--- config.mk ---
export PLATFORM = sky130hd
export DESIGN_NAME = apb_master_ctrl_flat
export DESIGN_NICKNAME = d
export VERILOG_FILES = /design/src/rtl/apb_master_ctrl_pkg.sv /design/src/rtl/apb_if.sv /design/src/rtl/apb_master_ctrl_lane.sv /design/src/rtl/apb_master_ctrl.sv /design/src/flat_wrapper.sv
export SDC_FILE = /design/constraint.sdc
export NUM_CORES = 1
export LEC_CHECK = 0
export ABC_AREA = 1
export BUFFER_PORTS_ARGS = -buffer_cell sky130_fd_sc_hd__buf_2
export CAP_MARGIN = 20
export CORE_MARGIN = 3
export CORE_UTILIZATION = 43
export CTS_BUF_LIST = sky130_fd_sc_hd__clkbuf_4
export CTS_CLUSTER_DIAMETER = 30
export CTS_CLUSTER_SIZE = 8
export DETAILED_ROUTE_END_ITERATION = 10
export GPL_ROUTABILITY_DRIVEN = 0
export PLACE_DENSITY = 0.79
export SETUP_SLACK_MARGIN = 0.4
export SYNTH_ARGS = -nofsm -noshare
export SYNTH_HDL_FRONTEND = slang
export SYNTH_SLANG_ARGS = --single-unit
--- constraint.sdc ---
create_clock -name clk -period 4.4 [get_ports clk]
set_clock_uncertainty 0.05 [all_clocks]
set_input_delay 0.66 -clock clk [delete_from_list [all_inputs] [get_ports clk]]
set_output_delay 0.66 -clock clk [all_outputs]
set_load 0.05 [all_outputs]
--- src/rtl/apb_master_ctrl_pkg.sv ---
// Shared types for the APB master controller: transfer size, FSM state, direction.
package apb_master_ctrl_pkg;

  typedef enum logic [1:0] {
    SIZE_B = 2'd0,
    SIZE_H = 2'd1,
    SIZE_W = 2'd2,
    SIZE_D = 2'd3
  } cs_size;

  typedef enum logic [1:0] {
    ST_IDLE   = 2'd0,
    ST_SETUP  = 2'd1,
    ST_ACCESS = 2'd2,
    ST_RESP   = 2'd3
  } ctrl_state_e;

  localparam logic READ  = 1'b0;
  localparam logic WRITE = 1'b1;

endpackage

--- src/rtl/apb_if.sv ---
// APB4 bus bundle shared by master and slave.
interface apb_if #(
  parameter int DAT_W  = 32,
  parameter int ADDR_W = 32
);
  logic               sel;
  logic               enable;
  logic               write;
  logic [ADDR_W-1:0]  addr;
  logic [DAT_W-1:0]   wdata;
  logic [DAT_W/8-1:0] strb;
  logic [2:0]         prot;
  logic               ready;
  logic [DAT_W-1:0]   rdata;
  logic               slverr;

  modport master (
    output sel, enable, write, addr, wdata, strb, prot,
    input  ready, rdata, slverr
  );

  modport slave (
    input  sel, enable, write, addr, wdata, strb, prot,
    output ready, rdata, slverr
  );
endinterface

--- src/rtl/apb_master_ctrl_lane.sv ---
// Byte-lane steering: strobes, write-data shift, read-data extract/extend, alignment check.
module apb_lane_align
  import apb_master_ctrl_pkg::*;
#(
  parameter int DAT_W = 32
) (
  input  cs_size             size,
  input  logic [2:0]         offset,
  input  logic               is_unsigned,
  input  logic [DAT_W-1:0]   wdata,
  input  logic [DAT_W-1:0]   rdata,
  output logic [DAT_W/8-1:0] strb,
  output logic [DAT_W-1:0]   wdata_sh,
  output logic [DAT_W-1:0]   rdata_ext,
  output logic               misaligned
);
  localparam int STRB_W = DAT_W / 8;
  localparam int OFF_W  = $clog2(STRB_W);

  logic [OFF_W-1:0] off;
  logic [OFF_W+2:0] bit_sh;
  logic [7:0]       base;
  logic [DAT_W-1:0] keep;
  logic [DAT_W-1:0] rdata_sh;
  logic             sign;

  assign off    = offset[OFF_W-1:0];
  assign bit_sh = {off, 3'b000};

  // Per-size lane mask, sign bit position and alignment rule.
  always_comb begin
    base       = 8'h00;
    keep       = '1;
    sign       = 1'b0;
    misaligned = 1'b0;
    rdata_sh   = rdata >> bit_sh;
    case (size)
      SIZE_B: begin
        base = 8'h01;
        keep = DAT_W'(8'hFF);
        sign = rdata_sh[7];
      end
      SIZE_H: begin
        base       = 8'h03;
        keep       = DAT_W'(16'hFFFF);
        sign       = rdata_sh[15];
        misaligned = offset[0];
      end
      SIZE_W: begin
        base       = 8'h0F;
        keep       = DAT_W'(32'hFFFF_FFFF);
        sign       = rdata_sh[31];
        misaligned = (offset[1:0] != 2'b00);
      end
      SIZE_D: begin
        base       = 8'hFF;
        keep       = '1;
        sign       = rdata_sh[DAT_W-1];
        misaligned = (DAT_W == 32) || (offset != 3'b000);
      end
      default: ;
    endcase
    strb      = STRB_W'(base) << off;
    wdata_sh  = wdata << bit_sh;
    rdata_ext = (rdata_sh & keep) | ((!is_unsigned && sign) ? ~keep : '0);
  end

endmodule

--- src/rtl/apb_master_ctrl.sv ---
// APB4 master: one request in, one response out, registered bus signals, watchdog.
//
// Handshakes: a request transfers on a clock edge where req_valid_i && req_ready_o;
// a response transfers on an edge where rsp_valid_o && rsp_ready_i. While valid is
// high and ready is low, the valid side holds its payload stable.
module apb_master_ctrl
  import apb_master_ctrl_pkg::*;
#(
  parameter int DAT_W       = 32,
  parameter int ADDR_W      = 32,
  parameter int TIMEOUT_CYC = 256
) (
  input  logic              clk,
  input  logic              rst,
  input  logic              req_valid_i,
  output logic              req_ready_o,
  input  logic              req_write_i,
  input  cs_size            req_size_i,
  input  logic              req_unsigned_i,
  input  logic [ADDR_W-1:0] req_addr_i,
  input  logic [DAT_W-1:0]  req_wdata_i,
  output logic              rsp_valid_o,
  input  logic              rsp_ready_i,
  output logic [DAT_W-1:0]  rsp_rdata_o,
  output logic              rsp_err_o,
  output logic              rsp_timeout_o,
  output logic              busy_o,
  output ctrl_state_e       dbg_state_o,
  apb_if.master             apb
);
  localparam int STRB_W = DAT_W / 8;
  localparam int OFF_W  = $clog2(STRB_W);
  localparam int CNT_W  = $clog2(TIMEOUT_CYC + 2);

  ctrl_state_e        state, state_next;
  logic               sel_next, en_next;
  logic               sel_q, en_q, write_q, uns_q;
  logic [ADDR_W-1:0]  addr_q;
  logic [DAT_W-1:0]   wdata_q, rdata_q;
  logic [STRB_W-1:0]  strb_q;
  cs_size             size_q;
  logic [2:0]         off_q;
  logic               err_q, to_q;
  logic [CNT_W-1:0]   cnt, cnt_inc;
  logic               accept, timeout_hit;

  cs_size             la_size;
  logic [2:0]         la_off;
  logic               la_uns, la_mis;
  logic [STRB_W-1:0]  la_strb;
  logic [DAT_W-1:0]   la_wdata, la_rdata;

  assign accept      = req_valid_i && req_ready_o;
  assign cnt_inc     = cnt + 1'b1;
  assign timeout_hit = (TIMEOUT_CYC != 0) && (cnt_inc == CNT_W'(TIMEOUT_CYC));

  // In IDLE the lane logic looks at the incoming request; afterwards at the held one.
  assign la_size = (state == ST_IDLE) ? req_size_i : size_q;
  assign la_off  = (state == ST_IDLE) ? req_addr_i[2:0] : off_q;
  assign la_uns  = (state == ST_IDLE) ? req_unsigned_i : uns_q;

  apb_lane_align #(.DAT_W(DAT_W)) u_lane (
    .size        (la_size),
    .offset      (la_off),
    .is_unsigned (la_uns),
    .wdata       (req_wdata_i),
    .rdata       (apb.rdata),
    .strb        (la_strb),
    .wdata_sh    (la_wdata),
    .rdata_ext   (la_rdata),
    .misaligned  (la_mis)
  );

  // Next-state logic and next values of the registered psel/penable.
  always_comb begin
    state_next = state;
    case (state)
      ST_IDLE:   if (accept) state_next = la_mis ? ST_RESP : ST_SETUP;
      ST_SETUP:  state_next = ST_ACCESS;
      ST_ACCESS: if (apb.ready || timeout_hit) state_next = ST_RESP;
      ST_RESP:   if (rsp_ready_i) state_next = ST_IDLE;
      default:   state_next = ST_IDLE;
    endcase
    sel_next = (state_next == ST_SETUP) || (state_next == ST_ACCESS);
    en_next  = (state_next == ST_ACCESS);
  end

  // State register.
  always_ff @(posedge clk or posedge rst) begin
    if (rst) state <= ST_IDLE;
    else     state <= state_next;
  end

  // Request capture, bus control, watchdog counter and response capture.
  always_ff @(posedge clk or posedge rst) begin
    if (rst) begin
      sel_q   <= 1'b0;
      en_q    <= 1'b0;
      write_q <= READ;
      uns_q   <= 1'b0;
      addr_q  <= '0;
      wdata_q <= '0;
      strb_q  <= '0;
      size_q  <= SIZE_B;
      off_q   <= '0;
      rdata_q <= '0;
      err_q   <= 1'b0;
      to_q    <= 1'b0;
      cnt     <= '0;
    end else begin
      sel_q <= sel_next;
      en_q  <= en_next;
      cnt   <= ((state == ST_ACCESS) && (state_next == ST_ACCESS)) ? cnt_inc : '0;
      if (state == ST_IDLE && accept) begin
        write_q <= req_write_i;
        uns_q   <= req_unsigned_i;
        size_q  <= req_size_i;
        off_q   <= req_addr_i[2:0];
        addr_q  <= {req_addr_i[ADDR_W-1:OFF_W], {OFF_W{1'b0}}};
        wdata_q <= req_write_i ? la_wdata : '0;
        strb_q  <= req_write_i ? la_strb : '0;
        rdata_q <= '0;
        err_q   <= la_mis;
        to_q    <= 1'b0;
      end else if (state == ST_ACCESS) begin
        if (apb.ready) begin
          err_q   <= apb.slverr;
          to_q    <= 1'b0;
          rdata_q <= (apb.slverr || write_q) ? '0 : la_rdata;
        end else if (timeout_hit) begin
          err_q   <= 1'b1;
          to_q    <= 1'b1;
          rdata_q <= '0;
        end
      end
    end
  end

  assign apb.sel       = sel_q;
  assign apb.enable    = en_q;
  assign apb.write     = write_q;
  assign apb.addr      = addr_q;
  assign apb.wdata     = wdata_q;
  assign apb.strb      = strb_q;
  assign apb.prot      = 3'b000;

  assign req_ready_o   = (state == ST_IDLE);
  assign rsp_valid_o   = (state == ST_RESP);
  assign busy_o        = (state != ST_IDLE);
  assign rsp_rdata_o   = rdata_q;
  assign rsp_err_o     = err_q;
  assign rsp_timeout_o = to_q;
  assign dbg_state_o   = state;

endmodule

--- src/flat_wrapper.sv ---
// flat-port wrapper written by rule: the top's interface ports become plain ports
module apb_master_ctrl_flat import apb_master_ctrl_pkg::*;
#(
  parameter int DAT_W       = 32,
  parameter int ADDR_W      = 32,
  parameter int TIMEOUT_CYC = 256
)
  (clk, rst, req_valid_i, req_ready_o, req_write_i, req_size_i, req_unsigned_i, req_addr_i, req_wdata_i, rsp_valid_o, rsp_ready_i, rsp_rdata_o, rsp_err_o, rsp_timeout_o, busy_o, dbg_state_o, apb_sel, apb_enable, apb_write, apb_addr, apb_wdata, apb_strb, apb_prot, apb_ready, apb_rdata, apb_slverr);
  apb_if #(.DAT_W(DAT_W), .ADDR_W(ADDR_W)) apb_i ();
  input  logic clk;
  input  logic rst;
  input  logic req_valid_i;
  output logic req_ready_o;
  input  logic req_write_i;
  input  cs_size req_size_i;
  input  logic req_unsigned_i;
  input  logic [ADDR_W-1:0] req_addr_i;
  input  logic [DAT_W-1:0] req_wdata_i;
  output logic rsp_valid_o;
  input  logic rsp_ready_i;
  output logic [DAT_W-1:0] rsp_rdata_o;
  output logic rsp_err_o;
  output logic rsp_timeout_o;
  output logic busy_o;
  output ctrl_state_e dbg_state_o;
  output wire logic [$bits(apb_i.sel)-1:0] apb_sel;
  output wire logic [$bits(apb_i.enable)-1:0] apb_enable;
  output wire logic [$bits(apb_i.write)-1:0] apb_write;
  output wire logic [$bits(apb_i.addr)-1:0] apb_addr;
  output wire logic [$bits(apb_i.wdata)-1:0] apb_wdata;
  output wire logic [$bits(apb_i.strb)-1:0] apb_strb;
  output wire logic [$bits(apb_i.prot)-1:0] apb_prot;
  input wire logic [$bits(apb_i.ready)-1:0] apb_ready;
  input wire logic [$bits(apb_i.rdata)-1:0] apb_rdata;
  input wire logic [$bits(apb_i.slverr)-1:0] apb_slverr;
  assign apb_sel = apb_i.sel;
  assign apb_enable = apb_i.enable;
  assign apb_write = apb_i.write;
  assign apb_addr = apb_i.addr;
  assign apb_wdata = apb_i.wdata;
  assign apb_strb = apb_i.strb;
  assign apb_prot = apb_i.prot;
  assign apb_i.ready = apb_ready;
  assign apb_i.rdata = apb_rdata;
  assign apb_i.slverr = apb_slverr;
  apb_master_ctrl #(.DAT_W(DAT_W), .ADDR_W(ADDR_W), .TIMEOUT_CYC(TIMEOUT_CYC)) u_core (.clk(clk), .rst(rst), .req_valid_i(req_valid_i), .req_ready_o(req_ready_o), .req_write_i(req_write_i), .req_size_i(req_size_i), .req_unsigned_i(req_unsigned_i), .req_addr_i(req_addr_i), .req_wdata_i(req_wdata_i), .rsp_valid_o(rsp_valid_o), .rsp_ready_i(rsp_ready_i), .rsp_rdata_o(rsp_rdata_o), .rsp_err_o(rsp_err_o), .rsp_timeout_o(rsp_timeout_o), .busy_o(busy_o), .dbg_state_o(dbg_state_o), .apb(apb_i));
endmodule
* Word level (Yosys, flattened, before mapping)
Index checks and enable logic that the tools add are counted.
** Cells by class
- Add/subtract/negate cells :: 1
- Equal/unequal tests :: 9
- Shifts and indexed selects :: 3
- Muxes and demuxes :: 28
- Bitwise gates (word level) :: 3
- Reductions and logical operators :: 16
** Operators by type and width (number)
- $mux W32 :: 7
- $pmux W32 S3 :: 1
- $and A32 B32 Y32 :: 1
- $not A32 Y32 :: 1
- $or A32 B32 Y32 :: 1
- $shl A32 B5 Y32 :: 1
- $shr A32 B5 Y32 :: 1
- $pmux W4 S4 :: 1
- $mux W2 :: 6
- $eq A2 B2 Y1 const B :: 5
- $add A9 B1 Y9 const B :: 1
- $eq A9 B9 Y1 const B :: 1
- $mux W9 :: 1
- $mux W1 :: 8
- $pmux W2 S4 :: 1
- $eq A2 B1 Y1 const B :: 3
- $pmux W1 S3 :: 2
- $reduce_bool A2 Y1 :: 3
- $logic_and A1 B1 Y1 :: 4
- $logic_not A2 Y1 :: 2
- $mux W4 :: 1
- $shl A4 B2 Y4 :: 1
- $logic_or A1 B1 Y1 :: 3
- $reduce_bool A3 Y1 :: 1
- 3 further kinds :: 3
** Word-level totals
- Bits in registers :: 119
- Bits of input ports :: 106
- Output and inout port bits :: 113
- Logic and storage cells :: 74

* Longest topological paths before layout
Gate-level depths: netlist (run 1).
- Depth in word-level cells :: 12
- Gate-level depth with buffers :: 13

* Modules after synthesis
A second synthesis (run 1) with hierarchy kept.
** Second synthesis, totals
- Cells, all modules :: 917
- Area total of the unflattened synthesis :: 6449.9 µm²
** Modules (own cells, without submodules)
- apb_master_ctrl :: instances 1, cells each 634, area an instance 5168.7 µm², sequential area each 2977.9 µm²
- apb_lane_align :: instances 1, cells each 283, area an instance 1281.2 µm², sequential area each 0.0 µm²

* Worst setup path after synthesis (run 1)
No wires, ideal clock.
- Path type :: register -> register
- From :: register u_core.state[1], in the netlist u_core.dbg_state_o[1]
- To :: register u_core.cnt[2]
- Library setup time :: 89 ps
- Arrival :: 2230 ps
- Required time :: 4261 ps
- Setup slack :: 2032 ps
- Stages on the path, launching flop included :: 12
- Period minus slack after synthesis :: 2368 ps
- Cells stage by stage :: dfrtp_1 > inv_1 > nand2_2 > nand2_1 > nand2_2 > buf_4 > o21ai_0 > nand3_1 > nand2_1 > ha_1 > nand2_1 > nor3b_1
** Between the ends
- Word-level cells in the longest chain between the ends :: 10
** Ends and longest elaborated chain
- start: declaration :: line apb_master_ctrl.sv:35 : ctrl_state_e state, state_next;
- start signal: assignment :: line apb_master_ctrl.sv:91 : else state <= state_next;
- $logic_not A2 Y1
- $mux W2 (on tied branches) :: line apb_master_ctrl.sv:58, apb_master_ctrl.sv:59
- $eq A2 B2 Y1 (tied with other cells) :: line apb_master_ctrl_lane.sv:37 : case (size)
- $pmux W1 S3 :: line apb_master_ctrl_lane.sv:37
- $mux W2 (2 in series) :: line apb_master_ctrl.sv:78 : ST_IDLE: if (accept) state_next = la_mis ? ST_RESP : ST_SETUP;
- $pmux W2 S4 (*) :: line apb_master_ctrl.sv:77 : case (state)
- via u_core.state_next[1] :: line apb_master_ctrl.sv:35
- $eq A2 B2 Y1 (*)
- via u_core.en_next :: line apb_master_ctrl.sv:36 : logic sel_next, en_next;
- $logic_and A1 B1 Y1 (*) :: line apb_master_ctrl.sv:113 : cnt <= ((state == ST_ACCESS) && (state_next == ST_ACCESS)) ? cnt_inc : '0;
- $mux W9 (*) :: line apb_master_ctrl.sv:113
- end signal: assignment :: line apb_master_ctrl.sv:113
- end: declaration :: line apb_master_ctrl.sv:44 : logic [CNT_W-1:0] cnt, cnt_inc;
The timed path passes the listed nets; every way through them passes the cells marked *.
A chain may end at the register's enable or synchronous reset.

* Final worst setup path (run 1)
- From :: register u_core.state[1], in the netlist u_core.dbg_state_o[1]
- To :: register u_core.wdata_q[16], in the netlist u_core.apb.wdata[16]
** Between the ends
- Word-level cells in the longest chain between the ends :: 4
** Ends and longest elaborated chain
- $logic_not A2 Y1 (*) :: line apb_master_ctrl.sv:59, apb_master_ctrl.sv:114, apb_master_ctrl.sv:147
- $mux W2 :: line apb_master_ctrl.sv:59 : assign la_off = (state == ST_IDLE) ? req_addr_i[2:0] : off_q;
- $shl A32 B5 Y32 :: line apb_master_ctrl_lane.sv:64 : wdata_sh = wdata << bit_sh;
- $mux W32 :: line apb_master_ctrl.sv:120 : wdata_q <= req_write_i ? la_wdata : '0;
- end signal: assignment :: line apb_master_ctrl.sv:120
- end: declaration :: line apb_master_ctrl.sv:39 : logic [DAT_W-1:0] wdata_q, rdata_q;
Every way passes the cells marked *; elsewhere a longest branch is shown, timed or not.

==> impl_results.md, run 1 <==
- Hold Crit Class: in2async
- Routed len/inst: 15.0 um
- Clock insertion delay at the later pin of the skew report: 0.54 ns
- Final Worst Setup Slack: 1.51 ns
- Die ar.: 15200 um^2
- IO Port Bufs: 213
- CTS Buf Count: 17
- Area growth from synthesis to layout: 23.8%
- Pin count of the biggest net entering global routing: 75
- Crit path DAT: 3.31 ns
- FF-to-FF Start: u_core.dbg_state_o[1]$_DFF_PP0_
- CP Launch Type: flop
- IO Pins: 219
- Met1 Wirelength: 7370 um
- Setup crit start: u_core.dbg_state_o[1]$_DFF_PP0_
- Share of cells above drive strength 1: 28.1%
- Crit path largest cell delay: 0.47 ns
- Syn Inst Count: 762
- Slowest CP cell: nor2_2
- Ys Warns: 0
- CTS sink cnt: 119
- CP Capture Type: flop
- Leak: 4.20 nW
- Max-cap violations: 0
- Post-synthesis sequential area ratio: 50.3%
- Count of final max-slew check failures: 0
- All-Layer GR Usage: 23.0%
- Detail Route Antenna Nets: 0
- Crit-path cells: nor2_2, nand2_1, nand2_2, inv_2, nor2_4, inv_1, nand2_1, o21ai_0, o21ai_1
- Uppermost layer routed: met4
- Reg-to-reg slack, setup: 1.51 ns
- Status: completed
- Pwr dens: 861 nW/um^2
- Resized Gates After CTS: 0
- Worst-Margin Slew: 0.752 ns
- Flops & latches, synth: 119
- Final wirelength: 17300 um
- Avg Inst Size Synth: 7.77 um^2
- Reg clk slew, reported paths: 0.11 ns
- H-tree Lvls: 4
- Kind of critical path: reg2reg
- DP HPWL: 12600 um
- Final worst-path cycle share: 65.6%
- First-pass GRT wire length: 27200 um
- Top achievable clock speed: 0.346 GHz
- RSZ-0062 raised after global routing: no
- Starting Density: 44.4%
- Critical Path RT: 4.83 ns
- Total iterations of the first detailed-routing run: 5
- R2R Path End: u_core.apb.wdata[16]$_DFFE_PP0P_
- Die W: 123 um
- Place WS: 1.46 ns
- Cts hold-fix bufs: 0
- Longest Clk Path Bufs: 2
- CP dominant cell by count: nand2_1
- Post-CTS Setup Inserts: 0
- Vias: 5813
- Die height: 123 um
- Total gr overflow: 0
- Max Fanout on Critical Path: 34
- Final Hold Fails: 0
- Mapped cell area: 5920 um^2
- Clock Tree Root: clkbuf_4
- Slew HR: 49.7%
- Reg2Reg Depth: 9
- Rows: 42
- Met2 WL: 8120 um
- Routed wl met3: 1390 um
- Final-layout setup total negative slack: 0 ns
- Crit path to: u_core.apb.wdata[16]$_DFFE_PP0P_
- CTS tree: built
- Initial antenna violation count: 1
- Layout Nets: 1068
- Core ar.: 13300 um^2
- DRC Markers: 0
- Netlist cell types: 37
- Setup Viol. Count Final: 0
- Vias in the first global route: 5482
- Minimum clock period: 2.89 ns
- DR vias/cell: 5.05
- Initial DRC Count: 467
- Peak VDD IR: 0.000495 V
[state kept, by name, indices dropped and copies added, names as in the netlist, 2 cells and up]
name and cells:
u_core.apb.addr 30, u_core.apb.strb 4, u_core.apb.wdata 32, u_core.cnt 9, u_core.dbg_state_o 2, u_core.off_q 2
u_core.rsp_rdata_o 32, u_core.size_q 2
[layer usage]
metal / vias up / global-route usage (%)
met5: - / 0
met4: 0 / 8.10
met3: 32 / 5.86
met2: 242 / 36.6
met1: 2717 / 30.6
li1: 2822 / -
[worst min-delay path by stage]
stage / startpoint / end / slack, ns / cells after the start
6_report: rst / u_core.apb.addr[29]$_DFFE_PP0P_ / 0.17 / 2
5_1_grt: rst / u_core.apb.addr[27]$_DFFE_PP0P_ / 0.18 / 2
4_1_cts: rst / u_core.apb.addr[29]$_DFFE_PP0P_ / 0.17 / 2
3_5_place_dp: u_core.apb.addr[12]$_DFFE_PP0P_ / u_core.apb.addr[12]$_DFFE_PP0P_ / 0.41 / 2
3_3_place_gp: u_core.cnt[0]$_DFF_PP0_ / u_core.cnt[0]$_DFF_PP0_ / 0.41 / 1
2_1_floorplan: u_core.cnt[0]$_DFF_PP0_ / u_core.cnt[0]$_DFF_PP0_ / 0.38 / 1
[report_power, final]
| group | switching, mW | internal (mW) | total [mW] | leakage (nW) |
|---|---|---|---|---|
| Clock | 0.409 | 0.402 | 0.811 | 0.159 |
| Combinational | 2.90 | 0.844 | 3.74 | 2.47 |
| Sequential | 0.242 | 1.51 | 1.75 | 1.57 |
| Total | 3.55 | 2.76 | 6.31 | 4.20 |
[synthesized netlist by cell type]
master	count	area, um^2
conb_1	1	3.75
buf_1	2	7.51
buf_6	3	33.8
nand2_1	304	1140
buf_4	9	67.6
nand3_2	3	30.0
o21ai_2	1	8.76
a21oi_1	10	50.1
o221ai_1	5	43.8
xor2_1	1	8.76
inv_2	3	11.3
nor2_2	2	12.5
a21oi_2	1	8.76
o211ai_1	14	105
nor2_4	1	11.3
o22a_1	1	8.76
a32o_1	3	30.0
inv_1	60	225
nor2_1	26	97.6
ha_1	2	25.0
clkbuf_1	15	56.3
a21oi_4	1	16.3
o21ai_1	11	55.1
o21ai_4	1	16.3
nand2_4	1	11.3
and2_1	1	6.26
buf_2	13	65.1
nand3b_1	1	7.51
inv_4	1	6.26
dfrtp_1	119	2980
o21ai_0	79	395
mux2i_1	5	50.1
nand2_2	8	50.1
clkbuf_2	1	5.00
nor3b_1	1	7.51
a31o_2	1	8.76
nand3_1	51	255
[through the flow]
| stage | hold WS (ns) | cells | util, % | cell area [um^2] | power [mW] |
|---|---|---|---|---|---|
| floorplan | 0.383 | 766 | - | 5940 | 4.67 |
| global placement | 0.406 | 1117 | 52.8 | 7040 | 5.45 |
| detailed placement | 0.410 | 1117 | 52.8 | 7040 | 5.51 |
| CTS | 0.166 | 1149 | 54.9 | 7330 | 6.34 |
| global route | 0.177 | 1150 | 54.9 | 7330 | 6.75 |
| finish | 0.168 | 1150 | 54.9 | 7330 | 6.31 |
[layout make-up]
| cell class | count | area (um^2) |
|---|---|---|
| inverters | 64 | 245 |
| flip-flops and latches | 119 | 2980 |
| well taps | 176 | 220 |
| clock buffers | 20 | 150 |
| fillers | 1340 | 6020 |
| clock inverters | 12 | 134 |
| repair buffers | 218 | 1120 |
| multi-input cells | 540 | 2480 |
| diodes | 1 | 2.50 |
[cell usage in the layout, fill, tap and decap left out, drive strengths merged]
cell and count:
o21ai 92, a21oi 12, clkbuf 20, o22a 1, nand2 313, dfrtp 119
nand3 54, mux2i 5, o221ai 5, nand3b 1, and2 1, ha 2
clkinv 8, a32o 3, clkinvlp 1, conb 5, buf 218, nor2 29
a31o 1, bufinv 3, o211ai 14, diode 1, nor3b 1, xor2 1
inv 64
[worst max-delay path, delay by kind of cell, from the launching register on]
family          cells  cell delay [ns]
simple gates        5             1.48
buf+inv             2             0.62
flops               1             0.44
compound gates      2             0.23
[logic make-up after synthesis]
logic type,count (synthesis),synth area share [%]
AND/OR/NAND/NOR,399,27.5
multiplexers,5,0.845
XOR/XNOR,1,0.148
buffers and inverters,107,8.07
other,1,0.0633
adder cells (fa/ha/maj),2,0.423
flip-flops,119,50.3
AO/OA/AOI/OAI,128,12.6
Power figures use the tool's default switching activity.
==> run 2, diff against run 1 <==
--- a/config.mk
+++ b/config.mk
@@ -5,7 +5,7 @@
 export SDC_FILE = /design/constraint.sdc
 export NUM_CORES = 1
 export LEC_CHECK = 0
-export ABC_AREA = 1
+export ABC_AREA = 0
 export BUFFER_PORTS_ARGS = -buffer_cell sky130_fd_sc_hd__buf_2
 export CAP_MARGIN = 20
 export CORE_MARGIN = 3
@@ -15,7 +15,7 @@
 export CTS_CLUSTER_SIZE = 8
 export DETAILED_ROUTE_END_ITERATION = 10
 export GPL_ROUTABILITY_DRIVEN = 0
-export PLACE_DENSITY = 0.79
+export PLACE_DENSITY = 0.82
 export SETUP_SLACK_MARGIN = 0.4
 export SYNTH_ARGS = -nofsm -noshare
 export SYNTH_HDL_FRONTEND = slang
==> constraint.sdc (replaced) <==
create_clock -name clk -period 2.4 [get_ports clk]
set_clock_uncertainty 0.05 [all_clocks]
set_input_delay 0.36 -clock clk [delete_from_list [all_inputs] [get_ports clk]]
set_output_delay 0.36 -clock clk [all_outputs]
set_load 0.05 [all_outputs]
==> run 2 against run 1 <==
Net effect:
- largest cell class is now multi-input combinational cells
- wire length increased by 18%
- sequential power rose by 89%
- hold slack worse by 0.085 ns
- critical endpoint is now u_core.rsp_rdata_o[14]$_DFFE_PP0P_
- core utilization increased by 12 points
- final cell count down 5.3%
- critical path depth fell by 1
- via count is 3.3% higher
- non-clock buffer count is 97 higher
- combinational power is 130% higher
- first-iteration DRC count rose by 20%
- register-to-register slack worse by 1.5 ns
- power increased by 120%
==> impl_results.md, run 2 <==
- Vias: 6002 (was 5813)
- Max Fanout on Critical Path: 7 (was 34)
- Diode count: 0 (was 1)
- Die height: 123 um (about the same)
- Post-route non-filler standard cell count: 1089 (was 1150)
- Max-cap violations: 0 (unchanged)
- Vias in the first global route: 5953 (was 5482)
- Ys Warns: 0 (unchanged)
- Critical Path RT: 2.76 ns (was 4.83 ns)
- H-tree Lvls: 4 (unchanged)
- Core ar.: 13300 um^2 (about the same)
- DP HPWL: 12000 um (was 12600 um)
- Routed len/inst: 18.7 um (was 15.0 um)
- Total gr overflow: 0 (unchanged)
- Total iterations of the first detailed-routing run: 7 (was 5)
- Commonest non-fill, non-tap cell in the layout: buf_2 (was nand2_1)
- Worst-Margin Slew: 0.768 ns (was 0.752 ns)
- Post-synth top cells: nand2_1 (175), dfrtp_1 (119), nor2_1 (38), o31ai_1 (36), mux2_2 (33) (was nand2_1 (304), dfrtp_1 (119), o21ai_0 (79), inv_1 (60), nand3_1 (51))
- Clock insertion delay at the later pin of the skew report: 0.55 ns (was 0.54 ns)
- Netlist cell types: 59 (was 37)
- Initial DRC Count: 560 (was 467)
- Post-synthesis sequential area ratio: 50.7% (was 50.3%)
- Share of cells above drive strength 1: 44.9% (was 28.1%)
- CP Launch Type: flop (unchanged)
- Detail Route Antenna Nets: 0 (unchanged)
- Layout Nets: 1008 (was 1068)
- Starting Density: 44.1% (was 44.4%)
- Minimum clock period: 2.34 ns (was 2.89 ns)
- Syn Inst Count: 602 (was 762)
- Longest Clk Path Bufs: 2 (unchanged)
- Fill count: 1025 (was 1340)
- CTS Buf Count: 17 (unchanged)
- Clock Tree Root: clkbuf_4 (unchanged)
- Post-synth EDFFs: 0 (unchanged)
- DRC Markers: 0 (unchanged)
- Hold Crit Class: in2reg (was in2async)
- Initial antenna violation count: 1 (unchanged)
- Reg clk slew, reported paths: 0.12 ns (was 0.11 ns)
- Final-layout setup total negative slack: 0 ns (unchanged)
- Count of final max-slew check failures: 0 (unchanged)
- Flops & latches, synth: 119 (unchanged)
- Leading area contributor after synthesis: dfrtp_1 (unchanged)
- IO Pins: 219 (unchanged)
- Rows: 42 (unchanged)
- Post-synth ARST share: 100% (unchanged)
- Avg Inst Size Synth: 9.75 um^2 (was 7.77 um^2)
- Final Hold Fails: 0 (unchanged)
- DR vias/cell: 5.51 (was 5.05)
- Final wirelength: 20400 um (was 17300 um)
- Final worst-path cycle share: 97.5% (was 65.6%)
- CTS tree: built (unchanged)
- Die ar.: 15100 um^2 (was 15200 um^2)
- RSZ-0062 raised after global routing: yes (was no)
- Most common cell in the netlist: nand2_1 (unchanged)
- Area share of the largest cell type after synthesis: 50.7% (was 50.3%)
- Top achievable clock speed: 0.427 GHz (was 0.346 GHz)
- Pin count of the biggest net entering global routing: 120 (was 75)
- Die W: 123 um (about the same)
- Final core utilization: 66.7% (was 54.9%)
- Leak: 4.50 nW (was 4.20 nW)
- CTS sink cnt: 119 (unchanged)
- Status: completed (unchanged)
- CP Capture Type: flop (unchanged)
- Mapped cell area: 5870 um^2 (was 5920 um^2)
- Setup Viol. Count Final: 0 (unchanged)
- Commonest cells after routing, fill and taps aside: buf_2 (210), nand2_1 (172), dfrtp_1 (117) (was nand2_1 (303), buf_2 (213), dfrtp_1 (119))
- Peak VDD IR: 0.000895 V (was 0.000495 V)
- Crit path DAT: 2.70 ns (was 3.31 ns)
- All-Layer GR Usage: 25.6% (was 23.0%)
- Synth top area cells: dfrtp_1 (51%), nand2_1 (11%), mux2_2 (6.3%), o31ai_1 (4.6%), mux2i_1 (3.1%) (was dfrtp_1 (50%), nand2_1 (19%), o21ai_0 (6.7%), nand3_1 (4.3%), inv_1 (3.8%))
- Placed Cells: 973 (was 1117)
- Main synth FF type: dfrtp_1 (unchanged)
- IO Port Bufs: 213 (unchanged)
- First-pass GRT wire length: 29700 um (was 27200 um)
- Slew HR: 48.5% (was 49.7%)
- Area growth from synthesis to layout: 51.1% (was 23.8%)
- Pwr dens: 1560 nW/um^2 (was 861 nW/um^2)
- Kind of critical path: reg2reg (unchanged)
run 2: cell type report:
class / instances / area, um^2 / area share (%)
Multi-Input combinational cell: 437 / 3020 / 34.1
Inverter: 10 / 53.8 / 0.607
Sequential cell: 119 / 2980 / 33.6
Clock buffer: 18 / 135 / 1.52
Tap cell: 176 / 220 / 2.48
Clock inverter: 14 / 206 / 2.33
Timing Repair Buffer: 315 / 2250 / 25.4
run 2: timing repair:
action,4_1_cts,5_1_grt
buffers inserted,20,14
resized for setup,45,81
hold endpoints to repair,160,0
endpoints found under the setup margin,80,114
pin swaps,33,18
hold buffers,42,0
cloned,4,4
run 2: power by group:
part | internal, mW | switching, mW | total, mW
combinational | 2.98 | 5.77 | 8.75
clock | 0.932 | 0.803 | 1.74
sequential | 2.80 | 0.508 | 3.31
run 2: logic make-up (layout without fill, tap and decap cells):
family                     after synthesis  after routing  share of synthesized area [%]
other                                    1              5                         0.0639
DFF                                    119            119                           50.7
adders and majority gates                2              2                          0.426
xor gates and xnor gates                 6              6                          0.896
buffers and inverters                   52            357                           4.73
AOI/OAI and AO/OA                      125            126                           15.3
muxes                                   54             54                           10.6
and+or+nand+nor                        243            244                           17.3
run 2: worst max-delay path, cell delays in order, from the launching register on:
cell,delay (ns)
dfrtp_2,0.42
or2_4,0.28
clkinv_8,0.08
mux2i_4,0.24
buf_12,0.14
buf_12,0.12
mux2_2,0.35
a221oi_1,0.39
o31ai_1,0.13
run 2: stage by stage:
| step | instance area (um^2) | worst slack [ns] | total power [mW] | hold WS (ns) |
|---|---|---|---|---|
| after floorplan | 5970 | -0.284 | 8.72 | 0.375 |
| after global placement | 7150 | 0.0885 | 10.2 | 0.387 |
| after CTS | 8370 | 0.128 | 12.9 | 0.0361 |
| after detailed placement | 7150 | -0.0765 | 10.4 | 0.402 |
| final | 8860 | 0.0606 | 13.8 | 0.0840 |
| after global routing | 8860 | 0.00395 | 14.4 | 0.0661 |
run 2: routing by layer:
layer	global-route usage, %	wire length (um)	vias to the layer above
met5	0	15	-
met4	11.6	772	2
met3	6.45	1380	70
met2	43.0	10100	315
met1	30.8	8060	2921
li1	-	-	2694
run 2: worst paths after layout:
path                                                       start                            endpoint  slack, ns  cells past startpoint
worst max-delay path             u_core.dbg_state_o[0]$_DFF_PP0_  u_core.rsp_rdata_o[14]$_DFFE_PP0P_       0.06                      8
max in group asynchronous                                    rst     u_core.dbg_state_o[0]$_DFF_PP0_       1.23                      4
worst max register to register   u_core.dbg_state_o[0]$_DFF_PP0_  u_core.rsp_rdata_o[14]$_DFFE_PP0P_       0.06                      8
min in group asynchronous                                    rst     u_core.apb.addr[12]$_DFFE_PP0P_       0.48                      4
worst min register to register  u_core.apb.wdata[27]$_DFFE_PP0P_    u_core.apb.wdata[27]$_DFFE_PP0P_       0.43                      2
worst min-delay path                               req_size_i[1]        u_core.size_q[1]$_DFFE_PP0P_       0.08                      3
